$ cat config.mk
export PLATFORM = sky130hd
export DESIGN_NAME = corr_integration_ctrl_flat
export DESIGN_NICKNAME = d
export VERILOG_FILES = /design/src/rtl/corr_integration_ctrl_if.sv /design/src/rtl/corr_integration_ctrl.sv /design/src/flat_wrapper.sv
export SDC_FILE = /design/constraint.sdc
export NUM_CORES = 1
export LEC_CHECK = 0
export CORE_AREA = 10 10 245 130
export CTS_BUF_LIST = sky130_fd_sc_hd__clkbuf_8
export DETAILED_ROUTE_END_ITERATION = 12
export DIE_AREA = 0 0 255 140
export GPL_TIMING_DRIVEN = 0
export HOLD_SLACK_MARGIN = 0.03
export PLACE_DENSITY = 0.75
export SYNTH_ARGS = -nofsm -noshare
export SYNTH_HDL_FRONTEND = slang
export SYNTH_SLANG_ARGS = --single-unit
$ cat constraint.sdc
create_clock -name clk -period 2.47 [get_ports clk]
set_clock_uncertainty 0.1 [all_clocks]
set_input_delay 0.3705 -clock clk [delete_from_list [all_inputs] [get_ports clk]]
set_output_delay 0.3705 -clock clk [all_outputs]
set_load 0.05 [all_outputs]
$ cat src/rtl/corr_integration_ctrl_if.sv
// ============================================================================
// Module : corr_integration_ctrl_if
// Brief  : Dump handshake bundle between the correlator run controller and
//          its downstream consumer (held dump words, valid/ready).
// Rev    : 1.0 - initial release
// ============================================================================
`default_nettype none

interface corr_integration_ctrl_if #(
  parameter int DOUT_WIDTH = 32
) ();

  logic [DOUT_WIDTH-1:0] dump_aa;
  logic [DOUT_WIDTH-1:0] dump_bb;
  logic [DOUT_WIDTH-1:0] dump_ab_re;
  logic [DOUT_WIDTH-1:0] dump_ab_im;
  logic                  dump_valid;
  logic                  dump_ready;
`ifdef CORR_CTRL_TIMESTAMP_EN
  logic [63:0]           dump_tstamp;
`endif

  modport master (
    output dump_aa, dump_bb, dump_ab_re, dump_ab_im, dump_valid,
`ifdef CORR_CTRL_TIMESTAMP_EN
    output dump_tstamp,
`endif
    input  dump_ready
  );

  modport slave (
    input  dump_aa, dump_bb, dump_ab_re, dump_ab_im, dump_valid,
`ifdef CORR_CTRL_TIMESTAMP_EN
    input  dump_tstamp,
`endif
    output dump_ready
  );

endinterface

`default_nettype wire

$ cat src/rtl/corr_integration_ctrl.sv
// ============================================================================
// Module : corr_integration_ctrl
// Brief  : Run control and dump readout scheduler for the single-bin FX
//          correlator. Optional feature macro: CORR_CTRL_TIMESTAMP_EN.
// Rev    : 1.0 - initial release
// ============================================================================
`default_nettype none

module corr_integration_ctrl #(
  parameter int DOUT_WIDTH   = 32,
  parameter int DFT_LEN      = 128,
  parameter int FLUSH_CYCLES = 16,
  parameter int CNT_WIDTH    = 32
) (
  input  wire logic                  clk,
  input  wire logic                  rst_n,
  input  wire logic                  cfg_start,
  input  wire logic                  cfg_stop,
  input  wire logic [31:0]           cfg_acc_len,
  input  wire logic [31:0]           cfg_delay_line,
  input  wire logic                  din_valid_in,
  output logic                       corr_din_valid,
  output logic                       corr_rst,
  output logic [31:0]                corr_acc_len,
  output logic [31:0]                corr_delay_line,
  input  wire logic [DOUT_WIDTH-1:0] corr_aa,
  input  wire logic [DOUT_WIDTH-1:0] corr_bb,
  input  wire logic [DOUT_WIDTH-1:0] corr_ab_re,
  input  wire logic [DOUT_WIDTH-1:0] corr_ab_im,
  input  wire logic                  corr_dout_valid,
  corr_integration_ctrl_if.master    dmp,
  output logic                       busy,
  output logic                       overrun,
  output logic [CNT_WIDTH-1:0]       dump_count,
  output logic [CNT_WIDTH-1:0]       drop_count
);

  localparam int          FW         = $clog2(FLUSH_CYCLES + 1);
  localparam logic [31:0] C_DL_MAX   = 32'(DFT_LEN - 1);
  localparam logic [FW-1:0] C_FLUSH  = FW'(FLUSH_CYCLES);

  typedef enum logic [2:0] {
    S_IDLE    = 3'd0,
    S_FLUSH   = 3'd1,
    S_DISCARD = 3'd2,
    S_RUN     = 3'd3,
    S_DRAIN   = 3'd4
  } state_t;

  state_t                state_q, state_d;
  logic [FW-1:0]         flush_cnt_q, flush_cnt_d;
  logic [31:0]           acc_len_q, acc_len_d;
  logic [31:0]           delay_line_q, delay_line_d;
  logic                  overrun_q, overrun_d;
  logic [CNT_WIDTH-1:0]  dump_count_q, dump_count_d;
  logic [CNT_WIDTH-1:0]  drop_count_q, drop_count_d;
  logic [DOUT_WIDTH-1:0] aa_q, aa_d, bb_q, bb_d, re_q, re_d, im_q, im_d;
  logic                  valid_q, valid_d;
  logic                  w_xfer;
  logic                  w_capture;

  assign w_xfer = valid_q & dmp.dump_ready;

  always_comb begin
    state_d      = state_q;
    flush_cnt_d  = flush_cnt_q;
    acc_len_d    = acc_len_q;
    delay_line_d = delay_line_q;
    overrun_d    = overrun_q;
    dump_count_d = dump_count_q;
    drop_count_d = drop_count_q;
    aa_d         = aa_q;
    bb_d         = bb_q;
    re_d         = re_q;
    im_d         = im_q;
    valid_d      = valid_q;
    w_capture    = 1'b0;

    if (w_xfer) begin
      valid_d      = 1'b0;
      dump_count_d = dump_count_q + 1'b1;
    end

    case (state_q)
      S_IDLE: begin
        // stop has priority over a simultaneous start
        if (cfg_start && !cfg_stop) begin
          state_d      = S_FLUSH;
          flush_cnt_d  = C_FLUSH;
          acc_len_d    = cfg_acc_len;
          delay_line_d = (cfg_delay_line > C_DL_MAX) ? C_DL_MAX : cfg_delay_line;
          overrun_d    = 1'b0;
          dump_count_d = '0;
          drop_count_d = '0;
        end
      end
      S_FLUSH: begin
        if (cfg_stop) begin
          state_d = S_IDLE;
        end else if (flush_cnt_q <= FW'(1)) begin
          state_d = S_DISCARD;
        end else begin
          flush_cnt_d = flush_cnt_q - 1'b1;
        end
      end
      S_DISCARD: begin
        if (cfg_stop) begin
          state_d = S_DRAIN;
        end else if (corr_dout_valid) begin
          state_d = S_RUN;
        end
      end
      S_RUN: begin
        if (corr_dout_valid) begin
          if (!valid_q || w_xfer) begin
            w_capture = 1'b1;
            aa_d      = corr_aa;
            bb_d      = corr_bb;
            re_d      = corr_ab_re;
            im_d      = corr_ab_im;
            valid_d   = 1'b1;
          end else begin
            overrun_d = 1'b1;
            if (drop_count_q != {CNT_WIDTH{1'b1}}) begin
              drop_count_d = drop_count_q + 1'b1;
            end
          end
        end
        if (cfg_stop) begin
          state_d = S_DRAIN;
        end
      end
      S_DRAIN: begin
        if (!valid_q) begin
          state_d = S_IDLE;
        end
      end
      default: state_d = S_IDLE;
    endcase
  end

  always_ff @(posedge clk or negedge rst_n) begin
    if (!rst_n) begin
      state_q      <= S_IDLE;
      flush_cnt_q  <= '0;
      acc_len_q    <= '0;
      delay_line_q <= '0;
      overrun_q    <= 1'b0;
      dump_count_q <= '0;
      drop_count_q <= '0;
      aa_q         <= '0;
      bb_q         <= '0;
      re_q         <= '0;
      im_q         <= '0;
      valid_q      <= 1'b0;
    end else begin
      state_q      <= state_d;
      flush_cnt_q  <= flush_cnt_d;
      acc_len_q    <= acc_len_d;
      delay_line_q <= delay_line_d;
      overrun_q    <= overrun_d;
      dump_count_q <= dump_count_d;
      drop_count_q <= drop_count_d;
      aa_q         <= aa_d;
      bb_q         <= bb_d;
      re_q         <= re_d;
      im_q         <= im_d;
      valid_q      <= valid_d;
    end
  end

`ifdef CORR_CTRL_TIMESTAMP_EN
  logic [63:0] ts_q, ts_d;
  logic [63:0] tstamp_q, tstamp_d;

  always_comb begin
    ts_d     = ts_q + 64'd1;
    tstamp_d = w_capture ? ts_q : tstamp_q;
  end

  always_ff @(posedge clk or negedge rst_n) begin
    if (!rst_n) begin
      ts_q     <= '0;
      tstamp_q <= '0;
    end else begin
      ts_q     <= ts_d;
      tstamp_q <= tstamp_d;
    end
  end

  assign dmp.dump_tstamp = tstamp_q;
`endif

  // gate is a pure decode of registered state so it follows din_valid_in with no delay
  assign corr_din_valid  = din_valid_in & ((state_q == S_DISCARD) | (state_q == S_RUN));
  assign corr_rst        = (state_q == S_IDLE) | (state_q == S_FLUSH);
  assign corr_acc_len    = acc_len_q;
  assign corr_delay_line = delay_line_q;
  assign busy            = (state_q != S_IDLE);
  assign overrun         = overrun_q;
  assign dump_count      = dump_count_q;
  assign drop_count      = drop_count_q;

  assign dmp.dump_aa    = aa_q;
  assign dmp.dump_bb    = bb_q;
  assign dmp.dump_ab_re = re_q;
  assign dmp.dump_ab_im = im_q;
  assign dmp.dump_valid = valid_q;

endmodule

`default_nettype wire

$ cat src/flat_wrapper.sv
// flat-port wrapper written by rule: the top's interface ports become plain ports
module corr_integration_ctrl_flat 
#(
  parameter int DOUT_WIDTH   = 32,
  parameter int DFT_LEN      = 128,
  parameter int FLUSH_CYCLES = 16,
  parameter int CNT_WIDTH    = 32
)
  (clk, rst_n, cfg_start, cfg_stop, cfg_acc_len, cfg_delay_line, din_valid_in, corr_din_valid, corr_rst, corr_acc_len, corr_delay_line, corr_aa, corr_bb, corr_ab_re, corr_ab_im, corr_dout_valid, busy, overrun, dump_count, drop_count, dmp_dump_aa, dmp_dump_bb, dmp_dump_ab_re, dmp_dump_ab_im, dmp_dump_valid, dmp_dump_ready);
  corr_integration_ctrl_if #(.DOUT_WIDTH(DOUT_WIDTH)) dmp_i ();
  input  wire logic clk;
  input  wire logic rst_n;
  input  wire logic cfg_start;
  input  wire logic cfg_stop;
  input  wire logic [31:0] cfg_acc_len;
  input  wire logic [31:0] cfg_delay_line;
  input  wire logic din_valid_in;
  output logic corr_din_valid;
  output logic corr_rst;
  output logic [31:0] corr_acc_len;
  output logic [31:0] corr_delay_line;
  input  wire logic [DOUT_WIDTH-1:0] corr_aa;
  input  wire logic [DOUT_WIDTH-1:0] corr_bb;
  input  wire logic [DOUT_WIDTH-1:0] corr_ab_re;
  input  wire logic [DOUT_WIDTH-1:0] corr_ab_im;
  input  wire logic corr_dout_valid;
  output logic busy;
  output logic overrun;
  output logic [CNT_WIDTH-1:0] dump_count;
  output logic [CNT_WIDTH-1:0] drop_count;
  output wire logic [$bits(dmp_i.dump_aa)-1:0] dmp_dump_aa;
  output wire logic [$bits(dmp_i.dump_bb)-1:0] dmp_dump_bb;
  output wire logic [$bits(dmp_i.dump_ab_re)-1:0] dmp_dump_ab_re;
  output wire logic [$bits(dmp_i.dump_ab_im)-1:0] dmp_dump_ab_im;
  output wire logic [$bits(dmp_i.dump_valid)-1:0] dmp_dump_valid;
  input wire logic [$bits(dmp_i.dump_ready)-1:0] dmp_dump_ready;
  assign dmp_dump_aa = dmp_i.dump_aa;
  assign dmp_dump_bb = dmp_i.dump_bb;
  assign dmp_dump_ab_re = dmp_i.dump_ab_re;
  assign dmp_dump_ab_im = dmp_i.dump_ab_im;
  assign dmp_dump_valid = dmp_i.dump_valid;
  assign dmp_i.dump_ready = dmp_dump_ready;
  corr_integration_ctrl #(.DOUT_WIDTH(DOUT_WIDTH), .DFT_LEN(DFT_LEN), .FLUSH_CYCLES(FLUSH_CYCLES), .CNT_WIDTH(CNT_WIDTH)) u_core (.clk(clk), .rst_n(rst_n), .cfg_start(cfg_start), .cfg_stop(cfg_stop), .cfg_acc_len(cfg_acc_len), .cfg_delay_line(cfg_delay_line), .din_valid_in(din_valid_in), .corr_din_valid(corr_din_valid), .corr_rst(corr_rst), .corr_acc_len(corr_acc_len), .corr_delay_line(corr_delay_line), .corr_aa(corr_aa), .corr_bb(corr_bb), .corr_ab_re(corr_ab_re), .corr_ab_im(corr_ab_im), .corr_dout_valid(corr_dout_valid), .dmp(dmp_i), .busy(busy), .overrun(overrun), .dump_count(dump_count), .drop_count(drop_count));
endmodule
Yosys cells after proc, flatten, opt, wreduce, memory -nomap -nowiden --
Cells that the tools add are included.
Word-level totals: register bits 266, input bits 199, output and inout port bits 261, word-level logic and storage cells 79
Operators by class: $add $sub $neg 3, $lt $le $gt $ge 2, eq/ne operators 15, multiplexer cells 29, bitwise gates (word level) 4, reductions and logical operators 14
Operator list (count):
- 32-bit two-way mux | 8
- 32-bit by 1-bit adder with 32-bit output, second input constant | 2
- 32-bit case mux with 2 select lines | 1
- 32-bit by 7-bit > comparator with 1-bit output, second input constant | 1
- 32-bit != test, second input constant | 1
- 3-bit two-way mux | 7
- 5-bit two-way mux | 3
- 3-bit case mux with 5 select lines | 1
- 2-bit != test, second input constant | 6
- 5-bit case mux with 2 select lines | 1
- 5-bit AND reduction | 2
- 4-bit AND reduction | 2
- 1-bit two-way mux | 7
- 3-bit by 2-bit equality test with 1-bit output, second input constant | 2
- 5-bit by 1-bit <= comparator with 1-bit output, second input constant | 1
- 5-bit by 1-bit subtractor with 5-bit output, second input constant | 1
- 2-bit by 1-bit != test with 1-bit output, second input constant | 2
- 2-bit nonzero test | 2
- 3-bit by 1-bit equality test with 1-bit output, second input constant | 1
- 3-bit equality test, second input constant | 1
- 3-bit logical NOT | 1
- 3-bit by 2-bit != test with 1-bit output, second input constant | 1
- 3-bit != test, second input constant | 1
- 3-bit AND reduction | 1
- 8 further kinds | 11

Longest topological paths before layout --
word-level depth 5, depth in mapped cells 9, gate-level depth less buffers 7

Worst setup path after synthesis --
No wires, ideal clock.
kind reg2reg, start point register u_core.drop_count_q[0], in the netlist u_core.drop_count[0], end point register u_core.drop_count_q[19], in the netlist u_core.drop_count[19], setup time 0.147 ns, data arrival time 2.320 ns, data required time 2.223 ns, setup slack -0.097 ns, stages on the path, launching flop included 8, buffers on the path 0, period minus slack after synthesis 2.567 ns, path through dfrtp_1 ha_1 nand3_1 or4_1 nor4_2 nor3_1 o21ai_0 o31ai_1
Between the ends: longest elaborated chain between the ends 5, elaborated cells between the ends (all ways) 8, classes of those cells add/sub: 1; eq/ne: 2; mux: 4; reduce/logical: 1
Ends and longest elaborated chain:
- start: declaration | RTL line corr_integration_ctrl.sv:56 | logic [CNT_WIDTH-1:0] drop_count_q, drop_count_d;
- start signal: assignment | RTL line corr_integration_ctrl.sv:163 | drop_count_q <= drop_count_d;
- 32-bit by 1-bit adder with 32-bit output | RTL line corr_integration_ctrl.sv:125 | drop_count_d = drop_count_q + 1'b1;
- 32-bit two-way mux | RTL line corr_integration_ctrl.sv:124 | if (drop_count_q != {CNT_WIDTH{1'b1}}) begin
- 32-bit two-way mux | RTL line corr_integration_ctrl.sv:115 | if (!valid_q || w_xfer) begin
- 32-bit two-way mux | RTL line corr_integration_ctrl.sv:114 | if (corr_dout_valid) begin
- 32-bit case mux with 2 select lines | RTL line corr_integration_ctrl.sv:84 | case (state_q)
Several ways; a longest one is shown, not always the timed one. The select of a mux whose other input is x is not followed. A chain may end at the register's enable or synchronous reset.

Final worst setup path --
start point register u_core.drop_count_q[6], in the netlist u_core.drop_count[6], end point output drop_count[6]
RTL lines:
- end: declaration | RTL line flat_wrapper.sv:30 | output logic [CNT_WIDTH-1:0] drop_count;
No word-level cell between the ends.

==> impl_results.md <==
* Outcome: completed
* Antenna-violating nets left at 0
* Timing startpoint of the critical path: u_core.drop_count[6]
* Xor/xnor share of the synthesized area at around 2.6%
* Maximum number of pins on one net before global-route repair at 107
* Bufs and invs on worst path at 1
* Library cell contributing the largest single delay on the critical path: sky130_fd_sc_hd__clkdlybuf4s50_1
* Buffers on Ports at 459
* Startpoint type of the worst setup path: flip-flop
* Area added between synthesis and finish at 55.1%
* Minimum hold slack at approximately 0.23 ns
* Worst R2R Setup Slack at 0.09 ns
* Final Hold Viols at 0
* CTS tree: done
* Cell taking the most area after synthesis: sky130_fd_sc_hd__dfrtp_1
* Die outline area at 0.0357 mm^2
* Synth warn at 0
* CP arrival at 1.92 ns
* Library cell used as clock root buffer: sky130_fd_sc_hd__clkbuf_8
* Busiest layer in global routing: met2
* Adder-cell share of the synthesized area at 0.459%
* R2r endpoint: u_core.drop_count[22]
* Avg Inst Size Synth at ~12 um^2
* Simple-Gate Fraction of Synth Area at 15.5%
* Final setup viols at 0
* Detailed Route Iter0 Violations at 573
* Vertical extent of the die at 140 um
* Top FF cell, synth: sky130_fd_sc_hd__dfrtp_1
* Boundary pin count at 460
* Crit-path cells: clkdlybuf4s50_1
* Required time of the critical path at 2.00 ns
* Largest vdd supply drop at 0.824 mV
* Finished Layout Cells at 1,816
* Peak Freq at 419 MHz
* Most common cell in the netlist: sky130_fd_sc_hd__dfrtp_1
* DRC violation count after routing at 0
* Cell types with the largest area share after synthesis: sky130_fd_sc_hd__dfrtp_1 61%, sky130_fd_sc_hd__mux2_2 13%, sky130_fd_sc_hd__nand2_1 4.8%
* Max Slew Vio Count at 0
* Count of maximum capacitance violations at 0
* Measured slew at the worst slew-check pin at approximately 0.66 ns
* Number of antenna violations at the first check in global routing at 6
* Post-synth design cell area at about 0.011 mm^2
* Ranking of synthesized cells by instance count: 266 x sky130_fd_sc_hd__dfrtp_1, 141 x sky130_fd_sc_hd__nand2_1, 128 x sky130_fd_sc_hd__mux2_2, 59 x sky130_fd_sc_hd__nor2_1, 33 x sky130_fd_sc_hd__nand3_1
* Worst flop-to-flop path startpoint: u_core.drop_count[8]
* DIE WIDTH at 255 um
* Fillers at 2,224
* Number of distinct standard cells referenced by the synthesized netlist at 52
* Clock Sink Count at 266
* Mux contribution to synthesized area at 13.2%
* Max Fanout on Critical Path at 5
* Largest family of logic cells by synthesized area: simple AND/OR/NAND/NOR gates
* Top-area cell type share of the netlist area at 61.0%
* Leakage at 7.55 nW
* Core region area at 0.0274 mm^2
* R2R depth at 7
* Clock network latency to the later pin of the worst-skew pair at 0.55 ns
* Global-route met2 utilization at 41.1%
* Iteration count of the initial detailed-routing pass at 5
* Placed wire-length estimate at 30,900 um
* Number of enable flip-flop cells after synthesis at 0
* Maximum count of clock buffers along a single path at 3
* Routing usage on met3 at 6.57%
* Routed WL per cell at ~22 um
* Effective utilization at floorplan at about 40%
* Total power at 18.4 mW
* Stage delay of the slowest cell on the critical path at 0.94 ns
* Multi-input gate area at 0.00407 mm^2
* Ratio of final minimum period to clock period at 96.7%
* Layout Utilization at 61.7%
* #FFs+latches synth at approximately 270
* Relative slew slack at a little under three fifths
* Routability congestion estimate from global placement at 0.849
* Number of placed instances, taps included at between 1,500 and 2,000
* Worst min-delay path class: in -> async
* Total global routing track utilization at 21.8%
* Critical Setup Path Class: reg -> out
* Proportion of synthesized chip area in sequential cells at 61.0%
* Post-synthesis compound-gate area fraction at 5.09%
* Global-route wire length before repair at roughly 60,000 um
* Footprint of the flip-flops and latches at roughly 0.0067 mm^2
* Power density of the placed cells at 1090 mW/mm^2
* Number of instances in the synthesized netlist at 917
* Drt via density at around 5.0
* Number of buffers created by CTS at 41
* Total nets after synthesis at 1,120
* Critical Path End Type: output pin
* Clock slew at reported path FFs at around 0.060 ns
* H-tree depth at 2
* Number of nets in the finished design at 1,629
* Met1 usage in global routing at roughly 22%
* Share of async-settable or async-resettable flops after synthesis at 100%
* Number of global-route vias before repair at 9,732
* Number of standard-cell rows in the floorplan at 43
* Gr ovfl total at 0
* Crit path time final at 2.39 ns
* Via count at 9,076
* Final Routed Wirelength at 39,900 um
* Kind of cell with the highest combined delay on the critical path: buffers and inverters
* Fraction of final layout cells sized beyond drive strength 1 at between 15 and 20%
[layout by cell type, fill, tap and decap left out, drive strengths merged, types with 2 or more instances in the layout]
| cell type | count |
|---|---|
| clkdlybuf4s50 | 455 |
| dfrtp | 266 |
| nand2 | 142 |
| mux2 | 128 |
| clkbuf | 70 |
| nor2 | 60 |
| nand3 | 36 |
| o21ai | 31 |
| and2 | 30 |
| buf | 27 |
| inv | 24 |
| xor2 | 24 |
| nor3 | 21 |
| a21oi | 18 |
| nand4 | 15 |
| and3 | 10 |
| a31oi | 10 |
| nor4 | 10 |
| xnor2 | 9 |
| or3 | 8 |
| o22a | 7 |
| diode | 6 |
| and4 | 6 |
| o31ai | 6 |
| a21o | 5 |
| ha | 4 |
| or2 | 4 |
| or4 | 3 |
| nand2b | 2 |
| o22ai | 2 |
[where the power goes]
part           total, mW  leakage [nW]  switching, mW  internal [mW]
sequential          6.20          3.55          0.671           5.53
combinational       8.66          3.56           5.66           3.00
clock               3.57         0.445           1.73           1.84
total               18.4          7.55           8.06           10.4
[kinds of logic after synthesis]
group	count (synthesis)
AO/OA/AOI/OAI	89
XOR/XNOR	33
adder cells (fa/ha/maj)	4
buffers and inverters	48
flip-flops	266
multiplexers	128
AND/OR/NAND/NOR	349
[sequential cells by signal (all words and copies together), names as in the netlist]
register	cells
u_core.corr_acc_len	32
u_core.corr_delay_line	32
u_core.dmp.dump_aa	32
u_core.dmp.dump_ab_im	32
u_core.dmp.dump_ab_re	32
u_core.dmp.dump_bb	32
u_core.dmp.dump_valid	1
u_core.drop_count	32
u_core.dump_count	32
u_core.flush_cnt_q	5
u_core.overrun	1
u_core.state_q	3
[worst max path at each step]
stage / end / slack (ns) / cells after the start
3_5_place_dp: u_core.dmp.dump_ab_im[29] / -0.37 / 7
3_3_place_gp: u_core.drop_count[1] / -11.17 / 1
5_1_grt: u_core.drop_count[22] / -0.0006 / 7
4_1_cts: u_core.drop_count[20] / 0.01 / 7
6_report: drop_count[6] / 0.08 / 1
2_1_floorplan: u_core.drop_count[31] / 0.02 / 7
[final cells by class]
type / instances / area share, %
flip-flops and latches: 266 / 39.4
diodes: 6 / 0.0887
clock buffers: 51 / 4.15
well taps: 360 / 2.66
multi-input cells: 603 / 24.0
clock inverters: 16 / 0.384
inverters: 10 / 0.222
repair buffers: 467 / 27.8
plain buffers: 37 / 1.29
[timing repair]
| action | 4_1_cts | 5_1_grt |
|---|---|---|
| buffers inserted | 0 | 5 |
| endpoints found under the hold margin | 56 | 0 |
| hold buffers | 1 | 0 |
| gates resized for setup | 22 | 19 |
| setup endpoints to repair | 143 | 197 |
| pin swaps | 0 | 6 |
[worst register-to-register path: stages, from the launching register on]
cell                       delay [ns]
sky130_fd_sc_hd__dfrtp_2         0.42
sky130_fd_sc_hd__nand3_2         0.11
sky130_fd_sc_hd__or4_4           0.61
sky130_fd_sc_hd__nor4_4          0.37
sky130_fd_sc_hd__nor2_4          0.14
sky130_fd_sc_hd__clkbuf_4        0.23
sky130_fd_sc_hd__a32oi_1         0.21
sky130_fd_sc_hd__nand2_1         0.07
[layer usage]
layer | part of all wire [%] | wire length [um]
met5 | 0 | 0
met4 | 3.1 | 1230
met3 | 5.9 | 2340
met2 | 56 | 22400
met1 | 35 | 14000
[metrics by stage]
step | cell area [um^2] | TNS [ns] | setup WS, ns
6_report | 16900 | 0 | 0.0814
5_1_grt | 16900 | -0.000554 | -0.000554
4_1_cts | 16800 | 0 | 0.0129
2_1_floorplan | 10900 | 0 | 0.0225
3_3_place_gp | 16000 | -2752.28 | -11.17
3_5_place_dp | 16000 | -46.53 | -0.366
Power figures use the tool's default switching activity.
